## src/rtl/sram_ctrl.sv

```systemverilog
// Two-port round-robin controller for an asynchronous SRAM: sequences CS/WE/OE
// through SETUP, ACCESS and HOLD with an IDLE turnaround cycle between accesses.

module sram_ctrl_chk (
    input logic clk,
    input logic rst,
    input logic ram_we_n,
    input logic ram_oe_n,
    input logic ack0,
    input logic ack1
);

    // Strobe exclusivity and single-ack invariants
    always @(posedge clk) begin
        if (!rst) begin
            assert (ram_we_n || ram_oe_n) else $error("OE and WE both active");
            assert (!(ack0 && ack1)) else $error("ack0 and ack1 both active");
        end
    end

endmodule

module sram_ctrl #(
    parameter int AddressSize = 4,
    parameter int WordSize    = 8,
    parameter int WaitCycles  = 2
) (
    input  logic                   clk,
    input  logic                   rst,
    input  logic                   req0,
    input  logic                   req1,
    input  logic                   we0,
    input  logic                   we1,
    input  logic [AddressSize-1:0] addr0,
    input  logic [AddressSize-1:0] addr1,
    input  logic [WordSize-1:0]    wdata0,
    input  logic [WordSize-1:0]    wdata1,
    output logic                   ack0,
    output logic                   ack1,
    output logic [WordSize-1:0]    rdata,
    output logic                   busy,
    output logic [AddressSize-1:0] ram_addr,
    output logic [WordSize-1:0]    ram_dout,
    output logic                   ram_doe,
    input  logic [WordSize-1:0]    ram_din,
    output logic                   ram_cs_n,
    output logic                   ram_we_n,
    output logic                   ram_oe_n
);

    generate
        if (WaitCycles < 1 || WaitCycles > 15) begin : g_bad_wait_cycles
            $error("sram_ctrl: WaitCycles must lie in 1..15");
        end
    endgenerate

    localparam logic [1:0] IDLE   = 2'd0;
    localparam logic [1:0] SETUP  = 2'd1;
    localparam logic [1:0] ACCESS = 2'd2;
    localparam logic [1:0] HOLD   = 2'd3;

    localparam logic [3:0] WAIT_LOAD = 4'(WaitCycles - 1);

    logic [1:0]             state_r;
    logic [3:0]             cnt_r;
    logic                   rr_r;
    logic                   gnt_r;
    logic                   we_r;
    logic                   pick_s;
    logic                   sel_we_s;
    logic [AddressSize-1:0] sel_addr_s;
    logic [WordSize-1:0]    sel_wdata_s;

    // Round-robin pick: rr_r names the port preferred when both request
    always_comb begin
        pick_s = 1'b0;
        if (req0 && req1) begin
            pick_s = rr_r;
        end else if (req1) begin
            pick_s = 1'b1;
        end else begin
            pick_s = 1'b0;
        end
    end

    // Steer the picked requester's command
    always_comb begin
        sel_we_s    = we0;
        sel_addr_s  = addr0;
        sel_wdata_s = wdata0;
        if (pick_s) begin
            sel_we_s    = we1;
            sel_addr_s  = addr1;
            sel_wdata_s = wdata1;
        end else begin
            sel_we_s    = we0;
            sel_addr_s  = addr0;
            sel_wdata_s = wdata0;
        end
    end

    // Transaction sequencer; every RAM pin and handshake output is a flop
    always_ff @(posedge clk) begin
        if (rst) begin
            state_r  <= IDLE;
            cnt_r    <= 4'd0;
            rr_r     <= 1'b0;
            gnt_r    <= 1'b0;
            we_r     <= 1'b0;
            ram_cs_n <= 1'b1;
            ram_we_n <= 1'b1;
            ram_oe_n <= 1'b1;
            ram_doe  <= 1'b0;
            ram_addr <= '0;
            ram_dout <= '0;
            ack0     <= 1'b0;
            ack1     <= 1'b0;
            rdata    <= '0;
            busy     <= 1'b0;
        end else begin
            ack0 <= 1'b0;
            ack1 <= 1'b0;
            case (state_r)
                IDLE: begin
                    ram_we_n <= 1'b1;
                    if (req0 || req1) begin
                        state_r  <= SETUP;
                        gnt_r    <= pick_s;
                        we_r     <= sel_we_s;
                        ram_addr <= sel_addr_s;
                        ram_cs_n <= 1'b0;
                        busy     <= 1'b1;
                        if (sel_we_s) begin
                            ram_dout <= sel_wdata_s;
                            ram_doe  <= 1'b1;
                            ram_oe_n <= 1'b1;
                        end else begin
                            ram_doe  <= 1'b0;
                            ram_oe_n <= 1'b0;
                        end
                    end else begin
                        ram_cs_n <= 1'b1;
                        ram_oe_n <= 1'b1;
                        ram_doe  <= 1'b0;
                        busy     <= 1'b0;
                    end
                end
                SETUP: begin
                    state_r <= ACCESS;
                    cnt_r   <= WAIT_LOAD;
                    if (we_r) begin
                        ram_we_n <= 1'b0;
                    end else begin
                        ram_we_n <= 1'b1;
                    end
                end
                ACCESS: begin
                    if (cnt_r == 4'd0) begin
                        // Last ACCESS edge: sample the pad, release strobes, ack
                        state_r  <= HOLD;
                        ram_we_n <= 1'b1;
                        ram_oe_n <= 1'b1;
                        rr_r     <= ~gnt_r;
                        ack0     <= ~gnt_r;
                        ack1     <= gnt_r;
                        if (!we_r) begin
                            rdata <= ram_din;
                        end else begin
                            rdata <= rdata;
                        end
                    end else begin
                        cnt_r <= cnt_r - 4'd1;
                    end
                end
                HOLD: begin
                    state_r  <= IDLE;
                    ram_cs_n <= 1'b1;
                    ram_doe  <= 1'b0;
                    busy     <= 1'b0;
                end
                default: begin
                    state_r  <= IDLE;
                    ram_cs_n <= 1'b1;
                    ram_we_n <= 1'b1;
                    ram_oe_n <= 1'b1;
                    ram_doe  <= 1'b0;
                    busy     <= 1'b0;
                end
            endcase
        end
    end

    sram_ctrl_chk u_chk (
        .clk      (clk),
        .rst      (rst),
        .ram_we_n (ram_we_n),
        .ram_oe_n (ram_oe_n),
        .ack0     (ack0),
        .ack1     (ack1)
    );

endmodule
```

## config.mk

```make
export PLATFORM = sky130hd
export DESIGN_NAME = sram_ctrl
export DESIGN_NICKNAME = d
export VERILOG_FILES = /design/src/rtl/sram_ctrl.sv
export SDC_FILE = /design/constraint.sdc
export NUM_CORES = 1
export LEC_CHECK = 0
export CORE_MARGIN = 5
export CORE_UTILIZATION = 46
export CTS_BUF_LIST = sky130_fd_sc_hd__clkbuf_16
export CTS_CLUSTER_SIZE = 14
export DETAILED_ROUTE_END_ITERATION = 8
export PLACE_DENSITY = 0.84
export SLEW_MARGIN = 20
export SYNTH_ARGS = -nofsm -noshare
export SYNTH_HDL_FRONTEND = slang
export SYNTH_SLANG_ARGS = --single-unit
```

## constraint.sdc

```tcl
create_clock -name clk -period 2.9 [get_ports clk]
set_input_delay 0.87 -clock clk [delete_from_list [all_inputs] [get_ports clk]]
set_output_delay 0.87 -clock clk [all_outputs]
set_load 0.05 [all_outputs]
```

# ---- Yosys cells after proc, flatten, opt, wreduce, memory -nomap -nowiden
# Index checks and enable logic that the tools add are counted.
dict set report op_classes {
  addsub 1
  n_eq_ne 6
  n_mux 22
  bitwise_logic 4
  n_reduce_logical 17
}
# cell count
set ops {}
lappend ops {{$reduce_and 2->1} 6}
lappend ops {{$mux 1} 10}
lappend ops {{$mux 4} 2}
lappend ops {{$mux 8} 1}
lappend ops {{$pmux 1 s2} 4}
lappend ops {{$pmux 2 s4} 1}
lappend ops {{$pmux 4 s2} 1}
lappend ops {{$ne 2x2->1 const B} 3}
lappend ops {{$reduce_and 3->1} 2}
lappend ops {{$reduce_bool 2->1} 3}
lappend ops {{$eq 2x2->1 const B} 2}
lappend ops {{$logic_not 4->1} 1}
lappend ops {{$mux 2} 2}
lappend ops {{$not 1->1} 4}
lappend ops {{$sub 4x1->4 const B} 1}
lappend ops {{$pmux 1 s3} 1}
lappend ops {{$reduce_bool 3->1} 1}
lappend ops {{$reduce_or 3->1} 1}
lappend ops {{$eq 2x1->1 const B} 1}
lappend ops {{$logic_not 2->1} 1}
lappend ops {{$logic_and 1x1->1} 1}
lappend ops {{$logic_or 1x1->1} 1}
dict set report word_totals {
  register_bits 36
  inputBits 38
  output_inout_bits 27
  elab_cells 65
}

# ---- Logic depth before layout (Yosys ltp)
# Gate-level depths: netlist of run 1.
dict set report logic_depth {
  word_depth 6
  ltp_mapped 8
  mapped_depth_nobuf 6
}

# ---- Worst setup path after synthesis of run 1
# OpenSTA, ideal clock, no wires.
dict set report synth_timing {
  kind {input port to flip-flop}
  from {input port req1}
  to {register ram_dout[0]}
  setup_ns 0.088
  arrival_time_ns 1.876
  required_time_ns 2.812
  setup_slack_ns 0.935
  path_stages 7
  n_path_buf 3
  path_cell_list {buf_2 > a21boi_1 > a32o_1 > buf_6 > and2_4 > buf_6 > a311oi_2}
}
dict set report synth_between {
  elab_chain_cells 4
  elab_cells_between_ends 7
  classes_between {4 x mux; 3 x reduce/logical}
}
# element line_no
set synth_rtl {}
lappend synth_rtl {{start: declaration} 31} ;# input logic req1,
lappend synth_rtl {{$mux 1 or $logic_and 1x1->1 (tied branches)} {79, 77}}
lappend synth_rtl {{$mux 1} 77} ;# if (req0 && req1) begin
lappend synth_rtl {{$mux 1} 91} ;# if (pick_s) begin
lappend synth_rtl {{$reduce_and 3->1 (no source line)} n/a}
lappend synth_rtl {{end signal: assignment} 134} ;# ram_dout <= sel_wdata_s;
lappend synth_rtl {{end: declaration} 43} ;# output logic [WordSize-1:0] ram_dout,
# Several ways; a longest one is shown, not always the timed one.
# A chain may end at the register's enable or synchronous reset.

# ---- Worst setup path after layout of run 1
dict set report layout_timing {
  from {register ram_dout[4]}
  to {output port ram_dout[4]}
}
# No word-level cell between the ends.

==> results of run 1 <==
-- routing by layer --
layer	wire length [um]	GRT usage, %	up-vias
met5	0	0	-
met4	85	8.30	0
met3	399	6.60	8
met2	1890	28.1	57
met1	1550	18.1	697
li1	-	-	793
-- power by group --
group / switching (uW) / internal (uW)
Clock: 208 / 403
Combinational: 720 / 421
Sequential: 77.7 / 627
-- cells in the mapped netlist, drive strengths merged --
cell     number
nand2b        4
a21o          1
or2           1
inv           5
ha            5
o21ai         3
a32oi         1
a311oi       11
nor3b         2
nor2         18
nand2        34
a21boi        1
a211oi        2
and3          1
a22oi         2
a21oi        21
and2          1
clkbuf        9
nor2b         3
xor2          2
a32o          1
or3b          1
buf           5
nand4bb       1
o21bai        1
nor3          5
dfxtp        36
nand3        13
mux2i         4
-- cells by family (layout without fill, tap and decap cells) --
| group | count (synthesis) | count (layout) | synth area share (%) |
|---|---|---|---|
| flops | 36 | 36 | 43.4 |
| fa+ha+maj | 5 | 5 | 3.77 |
| compound gates | 44 | 44 | 20.3 |
| xor+xnor | 2 | 2 | 1.06 |
| simple gates | 84 | 84 | 23.7 |
| mux | 4 | 4 | 2.41 |
| buf+inv | 19 | 79 | 5.43 |
-- registers in the layout, summed over array words and instances, names as in the netlist, 2 cells and up --
signal and flops:
rdata 8, ram_addr 4, cnt_r 4, state_r 2, ram_dout 8
-- cells in the final DEF, fill, tap and decap left out, drive strengths merged, types with 2 or more instances in the layout --
cell           count
inv                5
a211oi             2
mux2i              4
nor3               5
nand3             13
xor2               2
a21oi             21
nor2              18
o21ai              3
nand2             34
nor2b              3
a22oi              2
nor3b              2
clkbuf             5
buf                2
nand2b             4
a311oi            11
clkdlybuf4s50     64
ha                 5
dfxtp             36
-- worst max path at each step --
stage                        startpoint                  endpoint  slack [ns]  cells after the start
2_1_floorplan                      req1  ram_dout[0]$_SDFFE_PP0P_        0.94                      7
3_3_place_gp                       req0  ram_dout[5]$_SDFFE_PP0P_        0.40                      5
3_5_place_dp                       req0  ram_dout[0]$_SDFFE_PP0P_        0.34                      5
4_1_cts        ram_addr[2]$_SDFFE_PP0P_               ram_addr[2]        0.59                      1
5_1_grt                            req1  ram_addr[0]$_SDFFE_PP0P_        0.44                      5
6_report       ram_dout[4]$_SDFFE_PP0P_               ram_dout[4]        0.58                      1
-- cell type report --
| class | instances | area [um^2] |
|---|---|---|
| Clock buffer | 5 | 125 |
| Clock inverter | 3 | 42.5 |
| Fill cell | 282 | 933 |
| Inverter | 5 | 18.8 |
| Multi-Input combinational cell | 139 | 850 |
| Sequential cell | 36 | 721 |
| Tap cell | 46 | 57.6 |
| Timing Repair Buffer | 66 | 668 |
-- through the flow --
step | setup slack (ns) | util [%] | instances | cell area, um^2
after detailed placement | 0.339 | 67.8 | 292 | 2310
after global placement | 0.400 | 67.8 | 292 | 2310
final | 0.583 | 72.7 | 300 | 2480
after floorplan | 0.935 | - | 194 | 1660
after global routing | 0.436 | 72.7 | 300 | 2480
after CTS | 0.587 | 72.7 | 300 | 2480
==> results.py, run 1 <==
metrics = {
    "global_route": {
        "grt_pass1_wl_mm": 6.55,
        "grt_usage_pct": 16.7,
        "grt_max_degree": 36,
        "antenna_found_initial": 0,
        "overflow": 0,
        "grt_pass1_vias": 1530,
    },
    "place": {
        "place_congestion": 0.810,
        "portBuffers": 64,
        "dp_hpwl_mm": 2.80,
    },
    "critical_path": {
        "slowest_stage": "clkdlybuf4s50_1",
        "regToRegEndpoint": "ram_addr[2]$_SDFFE_PP0P_",
        "slowest_delay_ns": 0.81,
        "start_kind": "flop",
        "crit_type": "reg2out",
        "cp_cell_sequence": "clkdlybuf4s50_1",
        "rrSetupSlack_ns": 0.98,
        "cp-end-kind": "primary output",
        "cp.arrival_ns": 1.45,
        "required_ns": 2.03,
        "r2r_cells": 5,
        "path_buf_inv": 1,
        "r2r_start": "state_r[0]$_SDFFE_PP0P_",
        "cp_max_fo": 2,
        "crit_family": "buffers and inverters",
    },
    "cts": {
        "cts_resized": 0,
        "cts_hold_buf": 0,
        "root_buffer": "clkbuf_16",
        "cts_tree": "built",
        "cts.sink_count": 36,
        "postCtsSetupBuffers": 0,
        "clk_latency_ns": 0.28,
        "numCtsBuffers": 5,
        "cts_max_path_buffers": 2,
        "cts.clk_slew.worst_paths_ns": 0.06,
        "cts_htree_levels": 2,
    },
    "finish": {
        "drive_above_1_share_pct": 8.27,
        "n_antenna_cell": 0,
        "area_growth_pct": 49.5,
        "nets": 296,
    },
    "logic_synthesis": {
        "synth_top_area_share_pct": 43.4,
        "ys_ff_latch": 36,
        "syn_avg_cell_area_um2": 8.56,
        "synth.area.top_cells": "dfxtp_1, nand2_1, a21oi_1, a311oi_2, nor2_1",
        "yosysWarnings": 0,
        "syn_inst": 194,
        "synthesis.nets": 237,
        "seq_area_frac_synth_pct": 43.4,
        "syn_area_um2": 1660,
        "synth_top_cell_by_area": "dfxtp_1",
        "synth_cell_types": 33,
    },
    "floorplanning": {
        "dieArea_um2": 4910,
        "ios": 65,
        "die_w_um": 70.1,
        "coreArea_um2": 3420,
        "num_rows": 21,
        "start_util_pct": 48.6,
        "die_h_um": 70.1,
    },
    "route": {
        "drc": 0,
        "routedWlPerCell_um": 13.1,
        "drtIter0Drc": 112,
        "wl_mm": 3.93,
        "drt-pass1-iter-count": 5,
        "vias": 1555,
        "route.antenna.remaining_nets": 0,
        "via_per_inst": 5.18,
    },
    "sta": {
        "setup_viol": 0,
        "final_max_slew_viol_count": 0,
        "holdWs_ns": 0.448,
        "layout_min_cycle_time_ns": 2.32,
        "rsz0062_at_grt": "false",
        "slew_headroom_pct": 62.8,
        "fmax_mhz": 432,
        "tns_ns": 0,
        "hold_violations": 0,
        "finalCritPeriodShare_pct": 79.9,
        "skew_ns": 0.00268,
        "tightest_slew_ns": 0.557,
    },
    "worst_hold_path": {
        "min_from": "busy$_SDFFE_PP0P_",
        "holdPathStages": 2,
        "min_delay_worst_endpoint": "busy$_SDFFE_PP0P_",
        "hold_class": "reg2reg",
    },
    "power_and_ir_drop": {
        "p_per_area_nw_per_um2": 990,
        "power.total_uw": 2460,
        "ir_drop_mv": 0.653,
        "p_leak_uw": 0.000943,
    },
    "status": {
        "status": "finished, final reports clean",
    },
    "job": {
        "cap_violations": 0,
    },
}
No activity file was read; power rests on OpenSTA's default activity.
==> inputs of run 2 (changes only) <==
--- a/config.mk
+++ b/config.mk
@@ -6,11 +6,11 @@
 export NUM_CORES = 1
 export LEC_CHECK = 0
 export CORE_MARGIN = 5
-export CORE_UTILIZATION = 46
+export CORE_UTILIZATION = 43
 export CTS_BUF_LIST = sky130_fd_sc_hd__clkbuf_16
 export CTS_CLUSTER_SIZE = 14
 export DETAILED_ROUTE_END_ITERATION = 8
-export PLACE_DENSITY = 0.84
+export PLACE_DENSITY = 0.79
 export SLEW_MARGIN = 20
 export SYNTH_ARGS = -nofsm -noshare
 export SYNTH_HDL_FRONTEND = slang
==> constraint.sdc (replaced) <==
create_clock -name clk -period 2.4 [get_ports clk]
set_input_delay 0.72 -clock clk [delete_from_list [all_inputs] [get_ports clk]]
set_output_delay 0.72 -clock clk [all_outputs]
set_load 0.05 [all_outputs]
==> run 2 against run 1 <==
Global-route usage fell by 0.16 points. Register-to-register slack got worse by 0.43 ns. Utilization fell by 4.0 points. Hold slack improved by 0.0035 ns. Count of clock-buffer cells in the layout did not move.
==> results.py, run 2 (same netlist as run 1, synthesis figures left out) <==
metrics = {
    "power_and_ir_drop": {
        "pwr-share-seq_pct": 28.5,
        "switchingPower_uw": 1220,
        "p_int_uw": 1780,
        "power_frac_clock_pct": 24.3,
        "power_frac_comb_pct": 47.2,
        "p_leak_uw": 0.000976,
        "ir_drop_mv": 0.595,
        "switching_share_pct": 40.7,
        "p_per_area_nw_per_um2": 1180,
    },
    "cts": {
        "cts_resized": 0,
        "clk_latency_ns": 0.28,
        "cts.clk_slew.worst_paths_ns": 0.05,
        "cts_max_path_buffers": 2,
        "numCtsBuffers": 5,
        "cts_tree": "built",
        "root_buffer": "clkbuf_16",
        "cts_hold_buf": 0,
        "cts.sink_count": 36,
        "postCtsSetupBuffers": 0,
        "cts_htree_levels": 2,
    },
    "critical_path": {
        "regToRegEndpoint": "rdata[1]$_SDFFE_PP0P_",
        "cp_max_fo": 2,
        "required_ns": 1.68,
        "path_buf_inv": 1,
        "slowest_delay_ns": 0.81,
        "cp-end-kind": "primary output",
        "start_kind": "flop",
        "cp_cell_sequence": "clkdlybuf4s50_1",
        "crit_family": "buffers and inverters",
        "cp.arrival_ns": 1.43,
        "rrSetupSlack_ns": 0.55,
        "r2r_cells": 6,
        "r2r_start": "state_r[0]$_SDFFE_PP0P_",
        "slowest_stage": "clkdlybuf4s50_1",
        "crit_type": "reg2out",
    },
    "finish": {
        "n_antenna_cell": 0,
        "nets": 304,
        "seqCellArea_um2": 721,
        "final_common_cell": "clkdlybuf4s50_1",
        "drive_above_1_share_pct": 11.1,
        "layout_common_cells": "clkdlybuf4s50_1, dfxtp_1, nand2_1",
        "area_growth_pct": 52.5,
        "top_regs": "ram_dout: 8 flops, rdata: 8 flops",
        "fill_cells": 308,
        "multi_input_area_um2": 850,
    },
    "worst_hold_path": {
        "min_from": "rdata[4]$_SDFFE_PP0P_",
        "hold_class": "reg2reg",
        "holdPathStages": 2,
        "min_delay_worst_endpoint": "rdata[4]$_SDFFE_PP0P_",
    },
    "sta": {
        "skew_ns": 0.00354,
        "fmax_mhz": 465,
        "tightest_slew_ns": 0.577,
        "finalCritPeriodShare_pct": 89.7,
        "final_max_slew_viol_count": 0,
        "finalWorstSetupSlack_ns": 0.248,
        "setup_viol": 0,
        "slew_headroom_pct": 61.4,
        "tns_ns": 0,
        "rsz0062_at_grt": "false",
        "layout_min_cycle_time_ns": 2.15,
        "hold_violations": 0,
    },
    "floorplanning": {
        "num_rows": 22,
        "dieArea_um2": 5200,
        "start_util_pct": 45.0,
        "coreArea_um2": 3690,
        "ios": 65,
        "die_w_um": 72.1,
        "die_h_um": 72.1,
    },
    "route": {
        "via_per_inst": 5.10,
        "route.antenna.remaining_nets": 0,
        "drt-pass1-iter-count": 4,
        "routedWlPerCell_um": 13.0,
        "drtIter0Drc": 65,
        "drc": 0,
        "vias": 1580,
        "wl_mm": 4.04,
    },
    "global_route": {
        "grt_pass1_vias": 1605,
        "overflow": 0,
        "grt_pass1_wl_mm": 6.89,
        "grt_max_degree": 18,
        "grt_usage_pct": 16.5,
        "antenna_found_initial": 0,
    },
    "job": {
        "cap_violations": 0,
    },
    "place": {
        "dp_hpwl_mm": 3.11,
        "portBuffers": 64,
        "pre_cts_ws_ns": 0.0651,
        "place_congestion": 0.812,
    },
    "status": {
        "status": "finished, final reports clean",
    },
}
## run 2: how the worst max path moves through the flow
stage | startpoint | end | cells after the start
global placement | req0 | ram_dout[1]$_SDFFE_PP0P_ | 6
floorplan | req1 | ram_dout[0]$_SDFFE_PP0P_ | 7
finish | ram_oe_n$_SDFFE_PP1P_ | ram_oe_n | 1
global route | req0 | ram_dout[7]$_SDFFE_PP0P_ | 6
detailed placement | req0 | ram_dout[4]$_SDFFE_PP0P_ | 6
CTS | ram_dout[4]$_SDFFE_PP0P_ | ram_dout[4] | 1
## run 2: per-layer routing
layer	part of all wire (%)	GRT usage, %	vias up
li1	-	-	805
met1	41	19.0	712
met2	48	28.2	59
met3	9.9	5.54	4
met4	0.62	6.47	0
met5	0	0	-
## run 2: cell type report
type | instances | area share (%)
flip-flops and latches | 36 | 28.5
clock inverters | 3 | 1.68
clock buffers | 5 | 4.94
repair buffers | 74 | 28.3
multi-input cells | 139 | 33.5
inverters | 5 | 0.741
well taps | 48 | 2.37
## run 2: through the flow
step | hold WS [ns] | instance area, um^2 | util, % | power [uW] | instances
after CTS | 0.454 | 2530 | 68.7 | 3020 | 310
after global routing | 0.471 | 2530 | 68.7 | 3180 | 310
after floorplan | 0.442 | 1660 | - | 1850 | 194
after detailed placement | 0.446 | 2360 | 64.1 | 2280 | 302
after global placement | 0.438 | 2360 | 64.1 | 2250 | 302
final | 0.452 | 2530 | 68.7 | 3000 | 310
## run 2: power groups by stage
stage / clock, uW / sequential, uW / combinational (uW)
6_report: 728 / 853 / 1410
5_1_grt: 763 / 877 / 1540
4_1_cts: 740 / 855 / 1420
3_5_place_dp: 0 / 865 / 1420
3_3_place_gp: 0 / 860 / 1390
2_1_floorplan: 0 / 1250 / 606
## run 2: tightest hold or removal path, stage by stage (launching register included)
cell	delay [ns]
dfxtp_1	0.30
nand2_1	0.05
a21oi_1	0.05
==> inputs of run 3 (changes only) <==
--- a/config.mk
+++ b/config.mk
@@ -5,7 +5,6 @@
 export SDC_FILE = /design/constraint.sdc
 export NUM_CORES = 1
 export LEC_CHECK = 0
-export CORE_MARGIN = 5
 export CORE_UTILIZATION = 43
 export CTS_BUF_LIST = sky130_fd_sc_hd__clkbuf_16
 export CTS_CLUSTER_SIZE = 14
==> run 3 against run 2 <==
Sequential cell count unchanged. Clock skew up 0.00059 ns. Clock power about the same. Setup slack worse by 0.015 ns. Via count up 0.76%. Sequential power about the same. Die area down 21%. Critical path type unchanged. Sequential share of layout area up 0.085 points. Combinational power about the same. Wire length down 2.6%. Largest cell class unchanged. Cell count down 0.32%. Final area down 0.30%. Critical endpoint is now ram_dout[2].
==> results.py, run 3 (same netlist as run 1, synthesis figures left out) <==
metrics = {
    "floorplanning": {
        "coreArea_um2": 3690,
        "ios": 65,
        "start_util_pct": 45.0,
        "num_rows": 22,
        "dieArea_um2": 4110,
        "die_h_um": 64.1,
        "die_w_um": 64.1,
    },
    "route": {
        "drc": 0,
        "drtIter0Drc": 38,
        "routedWlPerCell_um": 12.7,
        "drt-pass1-iter-count": 4,
        "via_per_inst": 5.15,
        "route.antenna.remaining_nets": 0,
        "wl_mm": 3.93,
        "vias": 1592,
    },
    "critical_path": {
        "required_ns": 1.68,
        "start_kind": "flop",
        "cp_max_fo": 2,
        "crit_cells": 1,
        "cp.arrival_ns": 1.45,
        "path_buf_inv": 1,
        "setup.worst_path.end": "ram_dout[2]",
        "r2r_cells": 6,
        "crit_family": "buffers and inverters",
        "cp-end-kind": "primary output",
        "slowest_delay_ns": 0.81,
        "slowest_stage": "clkdlybuf4s50_1",
        "cp_cell_sequence": "clkdlybuf4s50_1",
        "crit_type": "reg2out",
        "startpoint": "ram_dout[2]$_SDFFE_PP0P_",
        "r2r_start": "state_r[0]$_SDFFE_PP0P_",
        "rrSetupSlack_ns": 0.55,
        "regToRegEndpoint": "rdata[2]$_SDFFE_PP0P_",
    },
    "finish": {
        "seqCellArea_um2": 721,
        "final_common_cell": "clkdlybuf4s50_1",
        "n_antenna_cell": 0,
        "top_regs": "ram_dout: 8 flops, rdata: 8 flops",
        "fill_cells": 306,
        "drive_above_1_share_pct": 10.7,
        "area_growth_pct": 52.1,
        "multi_input_area_um2": 850,
        "nets": 303,
        "layout_common_cells": "clkdlybuf4s50_1, dfxtp_1, nand2_1",
    },
    "cts": {
        "root_buffer": "clkbuf_16",
        "cts_hold_buf": 0,
        "cts_max_path_buffers": 2,
        "cts.sink_count": 36,
        "cts.clk_slew.worst_paths_ns": 0.06,
        "cts_tree": "built",
        "cts_resized": 0,
        "cts_htree_levels": 2,
        "postCtsSetupBuffers": 0,
        "clk_latency_ns": 0.28,
        "numCtsBuffers": 5,
    },
    "worst_hold_path": {
        "holdPathStages": 2,
        "hold_class": "reg2reg",
    },
    "status": {
        "status": "finished, final reports clean",
    },
    "sta": {
        "rsz0062_at_grt": "false",
        "hold_violations": 0,
        "tightest_slew_ns": 0.609,
        "finalCritPeriodShare_pct": 90.3,
        "slew_headroom_pct": 59.4,
        "skew_ns": 0.00413,
        "fmax_mhz": 461,
        "tns_ns": 0,
        "setup_viol": 0,
        "layout_min_cycle_time_ns": 2.17,
        "final_max_slew_viol_count": 0,
    },
    "place": {
        "portBuffers": 64,
        "dp_hpwl_mm": 2.90,
        "place_congestion": 0.796,
    },
    "power_and_ir_drop": {
        "p_per_area_nw_per_um2": 1190,
        "power.total_uw": 3000,
        "ir_drop_mv": 0.615,
        "p_leak_uw": 0.000972,
    },
    "global_route": {
        "antenna_found_initial": 0,
        "grt_pass1_wl_mm": 6.63,
        "overflow": 0,
        "grt_pass1_vias": 1545,
        "grt_max_degree": 22,
        "grt_usage_pct": 20.9,
    },
    "job": {
        "cap_violations": 0,
    },
}
-- run 3: report_power, final --
| part | leakage (uW) | switching [uW] | internal, uW | total, uW |
|---|---|---|---|---|
| combinational | 0.000597 | 884 | 532 | 1420 |
| clock | 0.0000798 | 239 | 487 | 726 |
| sequential | 0.000295 | 98.0 | 757 | 855 |
-- run 3: worst min path at each step --
stage | startpoint | slack [ns] | end
2_1_floorplan | gnt_r$_SDFFE_PP0P_ | 0.44 | ack0$_SDFF_PP0_
3_3_place_gp | busy$_SDFFE_PP0P_ | 0.44 | busy$_SDFFE_PP0P_
3_5_place_dp | busy$_SDFFE_PP0P_ | 0.44 | busy$_SDFFE_PP0P_
4_1_cts | busy$_SDFFE_PP0P_ | 0.45 | busy$_SDFFE_PP0P_
5_1_grt | busy$_SDFFE_PP0P_ | 0.48 | busy$_SDFFE_PP0P_
6_report | rdata[4]$_SDFFE_PP0P_ | 0.45 | rdata[4]$_SDFFE_PP0P_
-- run 3: cell type report --
type	instances	area share, %
tap	48	2.38
multi-input combinational	139	33.6
timing repair buffer	73	28.0
sequential	36	28.5
clock inverter	3	1.68
inverter	5	0.743
clock buffer	5	4.96
-- run 3: worst min-delay path, cell delays in order (launching register included) --
cell and delay, ns:
dfxtp_1 0.31, nand2_1 0.05, a21oi_1 0.05
-- run 3: per-stage QoR --
| stage | hold WS [ns] | cells | instance area, um^2 | setup slack [ns] | utilization [%] |
|---|---|---|---|---|---|
| 3_5_place_dp | 0.443 | 301 | 2360 | 0.0779 | 63.9 |
| 6_report | 0.453 | 309 | 2520 | 0.233 | 68.5 |
| 4_1_cts | 0.451 | 309 | 2520 | 0.228 | 68.5 |
| 3_3_place_gp | 0.438 | 301 | 2360 | 0.153 | 63.9 |
| 2_1_floorplan | 0.442 | 194 | 1660 | 0.585 | - |
| 5_1_grt | 0.476 | 309 | 2520 | 0.189 | 68.5 |
-- run 3: layer usage --
metal  GRT usage (%)  share of wire, %  vias up
met1            23.1                43      732
li1                -                 -      808
met5               0                 0        -
met3            5.89               5.3        5
met4            7.50               1.2        0
met2            37.6                50       47
